## config.mk

```make
export PLATFORM = sky130hd
export DESIGN_NAME = gray_ptr_sync_rx_flat
export DESIGN_NICKNAME = d
export VERILOG_FILES = /design/src/rtl/gray_ptr_sync_rx_pkg.sv /design/src/rtl/gray_ptr_sync_rx_if.sv /design/src/rtl/gray_to_bin.sv /design/src/rtl/gray_ptr_sync_rx.sv /design/src/flat_wrapper.sv
export SDC_FILE = /design/constraint.sdc
export NUM_CORES = 1
export LEC_CHECK = 0
export CORE_UTILIZATION = 30
export CTS_BUF_LIST = sky130_fd_sc_hd__clkbuf_2 sky130_fd_sc_hd__clkbuf_4 sky130_fd_sc_hd__clkbuf_8
export CTS_CLUSTER_SIZE = 14
export DETAILED_ROUTE_END_ITERATION = 7
export DONT_BUFFER_PORTS = 1
export GPL_TIMING_DRIVEN = 0
export SYNTH_ARGS = -nofsm -noshare
export SYNTH_HDL_FRONTEND = slang
export SYNTH_SLANG_ARGS = --single-unit
```

## constraint.sdc

```tcl
create_clock -name i_clk -period 7.9 [get_ports i_clk]
set_input_delay 2.37 -clock i_clk [delete_from_list [all_inputs] [get_ports i_clk]]
set_output_delay 2.37 -clock i_clk [all_outputs]
set_load 0.005 [all_outputs]
```

## src/rtl/gray_ptr_sync_rx_pkg.sv

```systemverilog
// Shared defaults for the Gray pointer receive-side synchroniser.
package gray_ptr_sync_rx_pkg;

    // Default pointer width, synchroniser depth and skip-counter width.
    localparam int DEF_N      = 32;
    localparam int DEF_STAGES = 2;
    localparam int DEF_CNT_W  = 8;

endpackage : gray_ptr_sync_rx_pkg

```

## src/rtl/gray_ptr_sync_rx_if.sv

```systemverilog
// Signal bundle between the remote-domain Gray source and the receive stage.
//
// There is no valid/ready handshake on this bundle: i_G is a free-running
// Gray word that is assumed to change by at most one bit per source step,
// and every output is a plain per-cycle status.  o_skip reports a multi-step
// advance for information only; it never back-pressures the source.
interface gray_ptr_sync_rx_if
    import gray_ptr_sync_rx_pkg::*;
#(
    parameter int N     = DEF_N,
    parameter int CNT_W = DEF_CNT_W
);
    logic [N-1:0]     i_G;
    logic             i_clr_cnt;
    logic [N-1:0]     o_G;
    logic [N-1:0]     o_B;
    logic             o_chg;
    logic [N-1:0]     o_delta;
    logic             o_skip;
    logic [CNT_W-1:0] o_skip_cnt;

    // Source side: drives the Gray word and the counter clear.
    modport master (
        output i_G, i_clr_cnt,
        input  o_G, o_B, o_chg, o_delta, o_skip, o_skip_cnt
    );

    // Receive stage side.
    modport slave (
        input  i_G, i_clr_cnt,
        output o_G, o_B, o_chg, o_delta, o_skip, o_skip_cnt
    );
endinterface : gray_ptr_sync_rx_if

```

## src/rtl/gray_to_bin.sv

```systemverilog
// Purely combinational Gray-to-binary converter.
module gray_to_bin #(
    parameter int N = 32
) (
    input  logic [N-1:0] gray,
    output logic [N-1:0] bin
);
    // Each binary bit is the XOR of its Gray bit and every Gray bit above it.
    always_comb begin
        bin = '0;
        for (int i = 0; i < N; i++) begin
            bin[i] = ^(gray >> i);
        end
    end
endmodule : gray_to_bin

```

## src/rtl/gray_ptr_sync_rx.sv

```systemverilog
// Receive-side CDC stage for a Gray-coded pointer: synchronises the remote
// word, converts it to binary, reports per-cycle advance and counts
// multi-step jumps with a saturating counter.
module gray_ptr_sync_rx
    import gray_ptr_sync_rx_pkg::*;
#(
    parameter int N      = DEF_N,
    parameter int STAGES = DEF_STAGES,
    parameter int CNT_W  = DEF_CNT_W
) (
    input logic               i_clk,
    input logic               i_rst,
    gray_ptr_sync_rx_if.slave bus
);
    localparam int               PW         = $clog2(STAGES + 1);
    localparam logic [PW-1:0]    PRIME_DONE = PW'(STAGES);
    localparam logic [CNT_W-1:0] CNT_MAX    = '1;

    // sync_q[0] is the metastability-catching flop, sync_q[STAGES-1] the settled one.
    logic [N-1:0]     sync_q [STAGES];
    logic [N-1:0]     sync_out;
    logic [N-1:0]     sync_bin;
    logic [PW-1:0]    prime_q;
    logic [N-1:0]     g_q;
    logic [N-1:0]     b_q;
    logic             chg_q;
    logic [N-1:0]     delta_q;
    logic             skip_q;
    logic [CNT_W-1:0] cnt_q;

    logic             primed;
    logic             chg_next;
    logic [N-1:0]     delta_next;
    logic             skip_next;

    assign sync_out = sync_q[STAGES-1];

    gray_to_bin #(.N(N)) u_gray_to_bin (
        .gray (sync_out),
        .bin  (sync_bin)
    );

    // Plain flop chain; nothing combinational between stages.
    always_ff @(posedge i_clk or posedge i_rst) begin
        if (i_rst) begin
            for (int k = 0; k < STAGES; k++) begin
                sync_q[k] <= '0;
            end
        end else begin
            sync_q[0] <= bus.i_G;
            for (int k = 1; k < STAGES; k++) begin
                sync_q[k] <= sync_q[k-1];
            end
        end
    end

    // Count edges after reset release until the chain holds real samples.
    always_ff @(posedge i_clk or posedge i_rst) begin
        if (i_rst) begin
            prime_q <= '0;
        end else if (!primed) begin
            prime_q <= prime_q + 1'b1;
        end
    end

    // Change/advance detection against the previously registered sample.
    // While priming, the chain still holds reset zeros, so no event is reported.
    always_comb begin
        primed     = (prime_q == PRIME_DONE);
        chg_next   = primed && (sync_out != g_q);
        delta_next = chg_next ? (sync_bin - b_q) : '0;
        skip_next  = chg_next && (delta_next > N'(1));
    end

    // Output registers; o_G/o_B load every cycle, including during priming.
    always_ff @(posedge i_clk or posedge i_rst) begin
        if (i_rst) begin
            g_q     <= '0;
            b_q     <= '0;
            chg_q   <= 1'b0;
            delta_q <= '0;
            skip_q  <= 1'b0;
        end else begin
            g_q     <= sync_out;
            b_q     <= sync_bin;
            chg_q   <= chg_next;
            delta_q <= delta_next;
            skip_q  <= skip_next;
        end
    end

    // Saturating skip counter; a clear coinciding with a skip leaves one count.
    always_ff @(posedge i_clk or posedge i_rst) begin
        if (i_rst) begin
            cnt_q <= '0;
        end else if (primed) begin
            if (bus.i_clr_cnt) begin
                cnt_q <= skip_next ? CNT_W'(1) : '0;
            end else if (skip_next && (cnt_q != CNT_MAX)) begin
                cnt_q <= cnt_q + 1'b1;
            end
        end
    end

    assign bus.o_G        = g_q;
    assign bus.o_B        = b_q;
    assign bus.o_chg      = chg_q;
    assign bus.o_delta    = delta_q;
    assign bus.o_skip     = skip_q;
    assign bus.o_skip_cnt = cnt_q;

endmodule : gray_ptr_sync_rx

```

## src/flat_wrapper.sv

```systemverilog
// flat-port wrapper written by rule: the top's interface ports become plain ports
module gray_ptr_sync_rx_flat import gray_ptr_sync_rx_pkg::*;
#(
    parameter int N      = DEF_N,
    parameter int STAGES = DEF_STAGES,
    parameter int CNT_W  = DEF_CNT_W
)
  (i_clk, i_rst, bus_i_G, bus_i_clr_cnt, bus_o_G, bus_o_B, bus_o_chg, bus_o_delta, bus_o_skip, bus_o_skip_cnt);
  gray_ptr_sync_rx_if #(.N(N), .CNT_W(CNT_W)) bus_i ();
  input logic i_clk;
  input logic i_rst;
  input wire logic [$bits(bus_i.i_G)-1:0] bus_i_G;
  input wire logic [$bits(bus_i.i_clr_cnt)-1:0] bus_i_clr_cnt;
  output wire logic [$bits(bus_i.o_G)-1:0] bus_o_G;
  output wire logic [$bits(bus_i.o_B)-1:0] bus_o_B;
  output wire logic [$bits(bus_i.o_chg)-1:0] bus_o_chg;
  output wire logic [$bits(bus_i.o_delta)-1:0] bus_o_delta;
  output wire logic [$bits(bus_i.o_skip)-1:0] bus_o_skip;
  output wire logic [$bits(bus_i.o_skip_cnt)-1:0] bus_o_skip_cnt;
  assign bus_i.i_G = bus_i_G;
  assign bus_i.i_clr_cnt = bus_i_clr_cnt;
  assign bus_o_G = bus_i.o_G;
  assign bus_o_B = bus_i.o_B;
  assign bus_o_chg = bus_i.o_chg;
  assign bus_o_delta = bus_i.o_delta;
  assign bus_o_skip = bus_i.o_skip;
  assign bus_o_skip_cnt = bus_i.o_skip_cnt;
  gray_ptr_sync_rx #(.N(N), .STAGES(STAGES), .CNT_W(CNT_W)) u_core (.i_clk(i_clk), .i_rst(i_rst), .bus(bus_i));
endmodule
```

==> results.ini, run 1 <==
[sta]
setup_violations=0
fmax_ghz=0.129
finalCritPeriodShare=0.982
final_hold_viol_count=0
tns_ps=0
rsz0062_at_grt=true
fin_crit_ps=7760
relSlewSlack=0.622
layout_setup_ws_ps=138
tightest_slew_ps=562
fin_skew_ps=15.3
final_max_slew_viol_count=0

[detailed_routing]
drt-wirelength-per-cell_um=16.7
postRouteAntennaNets=0
drc=0
drtIter0Drc=221
routed_wl_mm=16.6
routed-via-count=4449
viasPerCell=4.48
first_pass_iters=4

[setup_path]
crit_path_top_delay_cell=dfrtp_1
worstSetupPathType=reg2reg
cp.required_ps=8240
r2r_slack_ps=140
critPathCaptureType=register
cp_common_cell=xor3_2
max_stage_delay_ps=420
start_kind=register
arrival_ps=8100
worstPathMaxFanout=7

[power_and_ir_drop]
total_power_uw=4550
vdd.ir_drop.worst_mv=0.228
p_leak_uw=0.00405
power.density_mw_per_mm2=529

[die]
start_util=0.306
die-area_sq_mm=0.0255
die_w_um=160
dieHeight_um=160
pin_count=141
coreArea_sq_mm=0.0244
row_count=57

[placement]
gp_congestion=0.758
dp_cells=940
dp_hpwl_mm=12.8
post-place-ws_ps=-917
port_buffers=0

[grt]
first_global_vias=4512
grt_max_degree=107
antenna_found_initial=0
gr-usage-all-layers=0.134
grt_pass1_wl_mm=25.9
grt_overflow_total=0

[synthesis]
synth_top_area_frac=0.573
syn_area_sq_mm=0.00747
ys_seq_elements=171
synth_warnings=0
yosys.area.top_type=dfrtp_1
synth_cell_types=47
syn_nets=684
syn_inst=615
synth.area.top_cells=dfrtp_1, xor2_1, ha_1
synth_top_flop_cell=dfrtp_1
avgSynthCellArea_sq_um=12.1
postSynth.asyncResetShare=1.00
ys_seq_area_frac=0.573
synth-edff-count=0

[finish]
finalNetCount=728
drive_above_1_share=0.137
n_fill_cell=2420
multiInputGateArea_sq_mm=0.00306
instances_no_fill=994
ff_latch_area_sq_mm=0.00428
area_growth_syn_to_layout_pct=15.2
diodes=0
final_common_cell=dfrtp_1
final_cell_mix=dfrtp_1, xor2_1, inv_1, nor2_1

[run_status]
status=completed

[clock_network]
worstSkewPairLatency_ps=450
cts_num_sinks=171
cts_buffers=17
path_clk_slew_ps=90
clk_path_buf_depth=2
cts-htree-levels=4
hold_buffers=0
cts_tree=done
root_buffer=clkbuf_8

[job]
max_cap_viol_count=0

[worst_hold_path]
hold_class=reg2reg

==> power breakdown <==
group          internal, uW  total [uW]  leakage [uW]  switching [uW]
sequential             1110        1280       0.00200             174
clock                   326         632      0.000198             306
combinational          1190        2640       0.00185            1450
total                  2620        4550       0.00405            1930
==> cell usage after synthesis, drive strengths merged (2+ instances only) <==
master and number:
a31oi 5, xnor2 17, a311oi 2, nor4 8, o211a 2, a211oi 3, and3b 3, a22oi 2
nor2 39, o211ai 5, nand2 23, o21ai 21, a21boi 5, nor2b 5, clkbuf 12, a41o 4
a21o 23, and3 10, xor2 60, a311o 2, nand4 5, dfrtp 171, o2111ai 4, inv 44
xor3 11, or3 5, a21oi 35, nand2b 5, o21bai 3, nand3 7, o21a 8, buf 2
nor3b 5, and2 7, nor3 10, ha 33
==> state kept, by name, indices dropped and copies added, names as in the netlist, 2 cells and up <==
register and count:
u_core.sync_q 32, u_core.bus.o_B 32, u_core.bus.o_G 31, u_core.bus.o_delta 32, u_core.prime_q 2, u_core.bus.o_skip_cnt 8, u_core.sync_out 32
==> per-stage QoR <==
step	instance area [sq um]	utilization	hold slack (ps)
after global routing	8610	0.353	357
after global placement	7890	0.323	333
after detailed placement	7920	0.325	335
final	8610	0.353	347
after floorplan	7480	-	331
after CTS	8460	0.347	352
==> logic make-up (layout without fill, tap and decap cells) <==
family,Yosys count,in the layout,share of synthesized area
flops,171,171,0.573
xor+xnor,89,89,0.133
buf+inv,58,113,0.0306
simple gates,134,134,0.0913
fa+ha+maj,34,34,0.0579
mux,1,1,0.00151
compound gates,128,128,0.113
==> critical path, delay by kind of cell, from the launching register on <==
| family | cells | cell delay [ps] |
|---|---|---|
| fa+ha+maj | 2 | 420 |
| buf+inv | 1 | 120 |
| xor+xnor | 14 | 3530 |
| compound gates | 10 | 2230 |
| flops | 1 | 420 |
| simple gates | 4 | 950 |
==> area by class of cell <==
class | instances | share of cell area
plain buffers | 13 | 0.00785
inverters | 44 | 0.0201
clock inverters | 10 | 0.0167
multi-input cells | 386 | 0.356
repair buffers | 26 | 0.0247
clock buffers | 20 | 0.0305
well taps | 324 | 0.0471
flip-flops and latches | 171 | 0.497
==> path summary, 6_finish.rpt <==
check	end	cells after the start	from
min in group asynchronous	u_core.sync_out[30]	1	i_rst
hold reg to reg	u_core.sync_out[1]	0	u_core.sync_q[33]
setup reg to reg	u_core.bus.o_skip_cnt[2]	31	u_core.sync_out[29]
setup / recovery	u_core.bus.o_skip_cnt[2]	31	u_core.sync_out[29]
hold / removal	u_core.sync_out[1]	0	u_core.sync_q[33]
max in group asynchronous	u_core.bus.o_G[3]	2	i_rst
==> per-layer routing <==
| metal | GRT usage | wire, um | vias to the layer above |
|---|---|---|---|
| met1 | 0.166 | 7330 | 2142 |
| met2 | 0.229 | 8390 | 79 |
| li1 | - | - | 2220 |
| met5 | 0 | 0 | - |
| met4 | 0.0403 | 150 | 0 |
| met3 | 0.0361 | 682 | 8 |
==> timing repair <==
item | 4_1_cts | 5_1_grt
pin swaps | 3 | 12
gates cloned | 0 | 1
gates resized for setup | 9 | 15
setup buffers | 13 | 11
endpoints found under the setup margin | 9 | 9
No activity file was read; power rests on OpenSTA's default activity.
==> inputs of run 2 (changes only) <==
- CORE_ASPECT_RATIO: unset -> 1.75
==> results.ini, run 2 (synthesis results as in run 1) <==
[run_status]
status=finished, violations left
violations=DRC

[worst_hold_path]
hold_path_depth=0
holdPathEnd=u_core.sync_out[4]
hold_class=reg2reg
hp-start=u_core.sync_q[36]

[placement]
dp_cells=928
port_buffers=0
dp_hpwl_mm=13.5
dpl-instance-area_sq_mm=0.00791
gp_congestion=0.828

[sta]
fmax_ghz=0.128
relSlewSlack=0.504
tightest_slew_ps=737
final_hold_viol_count=0
whs_ps=348
setup_violations=0
final_max_slew_viol_count=0
finalCritPeriodShare=0.987
rsz0062_at_grt=true
fin_crit_ps=7800
fin_skew_ps=18.9

[finish]
drive_above_1_share=0.150
instances_no_fill=985
area_growth_syn_to_layout_pct=15.6
multiInputGateArea_sq_mm=0.00309
final_cell_mix=dfrtp_1, xor2_1, inv_1, nor2_1, ha_1
finalNetCount=729
n_fill_cell=2458
ff_latch_area_sq_mm=0.00428
final_common_cell=dfrtp_1
diodes=0
fin_area_sq_mm=0.00864

[grt]
antenna_found_initial=0
grt_overflow_total=0
grt_max_degree=103
first_global_vias=4673
grt_pass1_wl_mm=26.4
gr-usage-all-layers=0.143

[setup_path]
cpLargestDelayFamily=XOR/XNOR gates
rr_startpoint=u_core.sync_out[31]
cp_common_cell=xor3_2
worstPathMaxFanout=5
max_stage_delay_ps=460
crit_path_top_delay_cell=xor3_2
cp.required_ps=8260
r2r-end=u_core.bus.o_skip_cnt[2]
critPathCaptureType=register
worstSetupPathType=reg2reg
r2r_slack_ps=100
arrival_ps=8160
r2r_cells=31
start_kind=register
path_buf_inv=1

[clock_network]
cts_num_sinks=171
cts_tree=done
path_clk_slew_ps=90
worstSkewPairLatency_ps=490
cts-htree-levels=4
root_buffer=clkbuf_8
cts_buffers=17
clk_path_buf_depth=2

[power_and_ir_drop]
p_leak_uw=0.00407
switching_share=0.436
total_power_uw=4610
p_comb_frac=0.585
switching_power_uw=2010
vdd.ir_drop.worst_mv=0.211
pwr-share-clk=0.140
power_frac_seq=0.275
power.density_mw_per_mm2=534
internal-power_uw=2600

[detailed_routing]
drc=1
drt-wirelength-per-cell_um=17.8
first_pass_iters=7
routed_wl_mm=17.5
routed-via-count=4568
viasPerCell=4.64
postRouteAntennaNets=0
drtIter0Drc=109

[die]
coreArea_sq_mm=0.0245
die_w_um=121
start_util=0.305
row_count=76
dieHeight_um=211
die-area_sq_mm=0.0256
pin_count=141

[job]
max_cap_viol_count=0

-- run 2: layout make-up --
type	instances	area share
sequential	171	0.496
multi-input combinational	386	0.358
tap	312	0.0452
clock buffer	17	0.0271
timing repair buffer	28	0.0271
clock inverter	15	0.0201
inverter	44	0.0200
buffer	12	0.00695
-- run 2: power groups by stage --
| stage | registers [uW] | logic, uW | clock network, uW |
|---|---|---|---|
| after CTS | 1290 | 2640 | 665 |
| final | 1270 | 2700 | 644 |
| after global placement | 1300 | 2370 | 0 |
| after detailed placement | 1310 | 2400 | 0 |
| after global routing | 1300 | 3040 | 705 |
| after floorplan | 1220 | 1940 | 0 |
-- run 2: what timing repair did --
action                     in CTS  in global routing
setup buffers                  20                  7
hold buffers                    0                  0
resized for setup              15                 15
pin swaps                       6                  6
setup endpoints to repair       9                  9
-- run 2: through the flow --
stage / util / setup slack, ps / setup TNS (ps)
after global routing: 0.352 / -253 / -1770
after CTS: 0.348 / -41.3 / -114
final: 0.352 / 102 / 0
after global placement: 0.321 / -1180 / -156610
after detailed placement: 0.322 / -1150 / -9630
after floorplan: - / 89.5 / 0
-- run 2: routing by layer --
metal | GRT usage | vias to the layer above | wire length (um)
met5 | 0 | - | 0
met4 | 0.0600 | 0 | 395
met3 | 0.0564 | 22 | 1240
met2 | 0.272 | 105 | 10300
met1 | 0.129 | 2235 | 5630
li1 | - | 2206 | -
-- run 2: how the worst max path moves through the flow --
| stage | start | end | slack (ps) | depth (start not counted) |
|---|---|---|---|---|
| 2_1_floorplan | u_core.sync_out[30] | u_core.bus.o_skip_cnt[4] | 90 | 33 |
| 3_3_place_gp | u_core.sync_out[30] | u_core.bus.o_skip_cnt[5] | -1180 | 33 |
| 3_5_place_dp | u_core.sync_out[30] | u_core.bus.o_skip_cnt[4] | -1150 | 33 |
| 4_1_cts | u_core.sync_out[30] | u_core.bus.o_skip_cnt[5] | -40 | 32 |
| 5_1_grt | u_core.sync_out[31] | u_core.bus.o_skip_cnt[5] | -250 | 32 |
| 6_report | u_core.sync_out[31] | u_core.bus.o_skip_cnt[2] | 100 | 31 |
-- run 2: worst register-to-register path, delay by kind of cell (launching register included) --
family / cells / cell delay (ps)
buffers and inverters: 1 / 160
adders and majority gates: 2 / 540
xor gates and xnor gates: 15 / 3960
AOI/OAI and AO/OA: 9 / 1900
DFF: 1 / 400
and+or+nand+nor: 4 / 730
==> inputs of run 3 (changes only) <==
- ABC_AREA: unset -> 0
- CORE_MARGIN: unset -> 8
- SLEW_MARGIN: unset -> 20
==> results.ini, run 3 (synthesis results as in run 1) <==
[placement]
dpl-instance-area_sq_mm=0.00791
dp_hpwl_mm=14.5
port_buffers=0
gp_congestion=0.817

[power_and_ir_drop]
p_leak_uw=0.00408
vdd.ir_drop.worst_mv=0.212
power.density_mw_per_mm2=533

[setup_path]
r2r-end=u_core.bus.o_skip_cnt[2]
max_stage_delay_ps=410
cp_common_cell=xor3_2
r2r_slack_ps=6
critPathCaptureType=register
worstPathMaxFanout=6
r2r_cells=30
start_kind=register
cp.required_ps=8260
arrival_ps=8250
crit_start=u_core.sync_out[31]
cp-endpoint=u_core.bus.o_skip_cnt[2]
rr_startpoint=u_core.sync_out[31]
worstSetupPathType=reg2reg
crit_path_top_delay_cell=xor3_2

[sta]
fmax_ghz=0.127
whs_ps=343
final_max_slew_viol_count=0
relSlewSlack=0.454
tns_ps=0
fin_crit_ps=7890
rsz0062_at_grt=true
setup_violations=0
finalCritPeriodShare=0.999
tightest_slew_ps=811
fin_skew_ps=12.8
final_hold_viol_count=0

[clock_network]
cts_num_sinks=171
worstSkewPairLatency_ps=470
cts-htree-levels=4
cts_buffers=17
clk_path_buf_depth=2
cts_tree=done
root_buffer=clkbuf_8
hold_buffers=0
path_clk_slew_ps=90

[die]
die-area_sq_mm=0.0304
dieHeight_um=225
row_count=76
start_util=0.305
coreArea_sq_mm=0.0245
pin_count=141
die_w_um=135

[finish]
finalNetCount=726
final_common_cell=dfrtp_1
area_growth_syn_to_layout_pct=15.8
n_fill_cell=2462
drive_above_1_share=0.146
final_cell_mix=dfrtp_1, xor2_1, inv_1, nor2_1, ha_1
fin_area_sq_mm=0.00865

[detailed_routing]
postRouteAntennaNets=0
first_pass_iters=5
viasPerCell=4.63
drt-wirelength-per-cell_um=18.8
drtIter0Drc=188
routed_wl_mm=18.4
routed-via-count=4554
drc=0

[grt]
first_global_vias=4909
grt_overflow_total=0
grt_max_degree=106
antenna_found_initial=1
grt_pass1_wl_mm=27.9
gr-usage-all-layers=0.125

[job]
max_cap_viol_count=0

[worst_hold_path]
hold_class=reg2reg

[run_status]
status=completed

-- run 3: worst min path at each step --
stage / start / to / slack (ps) / depth (start not counted)
2_1_floorplan: u_core.sync_q[32] / u_core.sync_out[0] / 330 / 0
3_3_place_gp: u_core.sync_q[63] / u_core.sync_out[31] / 330 / 0
3_5_place_dp: u_core.sync_q[42] / u_core.sync_out[10] / 330 / 0
4_1_cts: u_core.sync_q[42] / u_core.sync_out[10] / 350 / 0
5_1_grt: u_core.sync_q[42] / u_core.sync_out[10] / 350 / 0
6_report: u_core.sync_q[42] / u_core.sync_out[10] / 340 / 0
-- run 3: where the power goes --
group / switching [uW] / total, uW / internal [uW]
Clock: 346 / 673 / 327
Combinational: 1490 / 2660 / 1170
Sequential: 173 / 1280 / 1110
-- run 3: repair_timing --
action                                  CTS  global route
gates cloned                              0             0
setup buffers                            18             6
resized for setup                        15            15
endpoints found under the setup margin    9             9
pin swaps                                 3             2
-- run 3: area by class of cell --
| class | instances | area, sq um | share of cell area |
|---|---|---|---|
| clock inverter | 15 | 208 | 0.0240 |
| clock buffer | 17 | 234 | 0.0270 |
| tap | 312 | 390 | 0.0451 |
| inverter | 44 | 173 | 0.0200 |
| antenna | 1 | 2.50 | 0.000289 |
| sequential | 171 | 4280 | 0.495 |
| timing repair buffer | 25 | 208 | 0.0240 |
| multi-input combinational | 386 | 3100 | 0.358 |
| buffer | 12 | 60.1 | 0.00694 |
-- run 3: routing by layer --
layer  share of wire  global-route usage  routed length, um  vias up
met4           0.026              0.0605                484        0
met3           0.069              0.0507               1280       23
met5               0                   0                  0        -
li1                -                   -                  -     2208
met2            0.58               0.240              10700       96
met1            0.32               0.106               5950     2227
-- run 3: worst max-delay path: cells and delay by family (launching register included) --
family	cells	cell delay (ps)
fa+ha+maj	2	420
compound gates	10	2270
xor+xnor	14	3730
flops	1	400
simple gates	4	980
-- run 3: through the flow --
| stage | setup WS (ps) | total power [uW] | util | instances |
|---|---|---|---|---|
| 4_1_cts | 7.88 | 4620 | 0.349 | 977 |
| 3_3_place_gp | -1190 | 3680 | 0.321 | 927 |
| 5_1_grt | -316 | 5060 | 0.353 | 983 |
| 3_5_place_dp | -1160 | 3720 | 0.322 | 928 |
| 6_report | 6.20 | 4620 | 0.353 | 983 |
| 2_1_floorplan | 89.5 | 3160 | - | 615 |
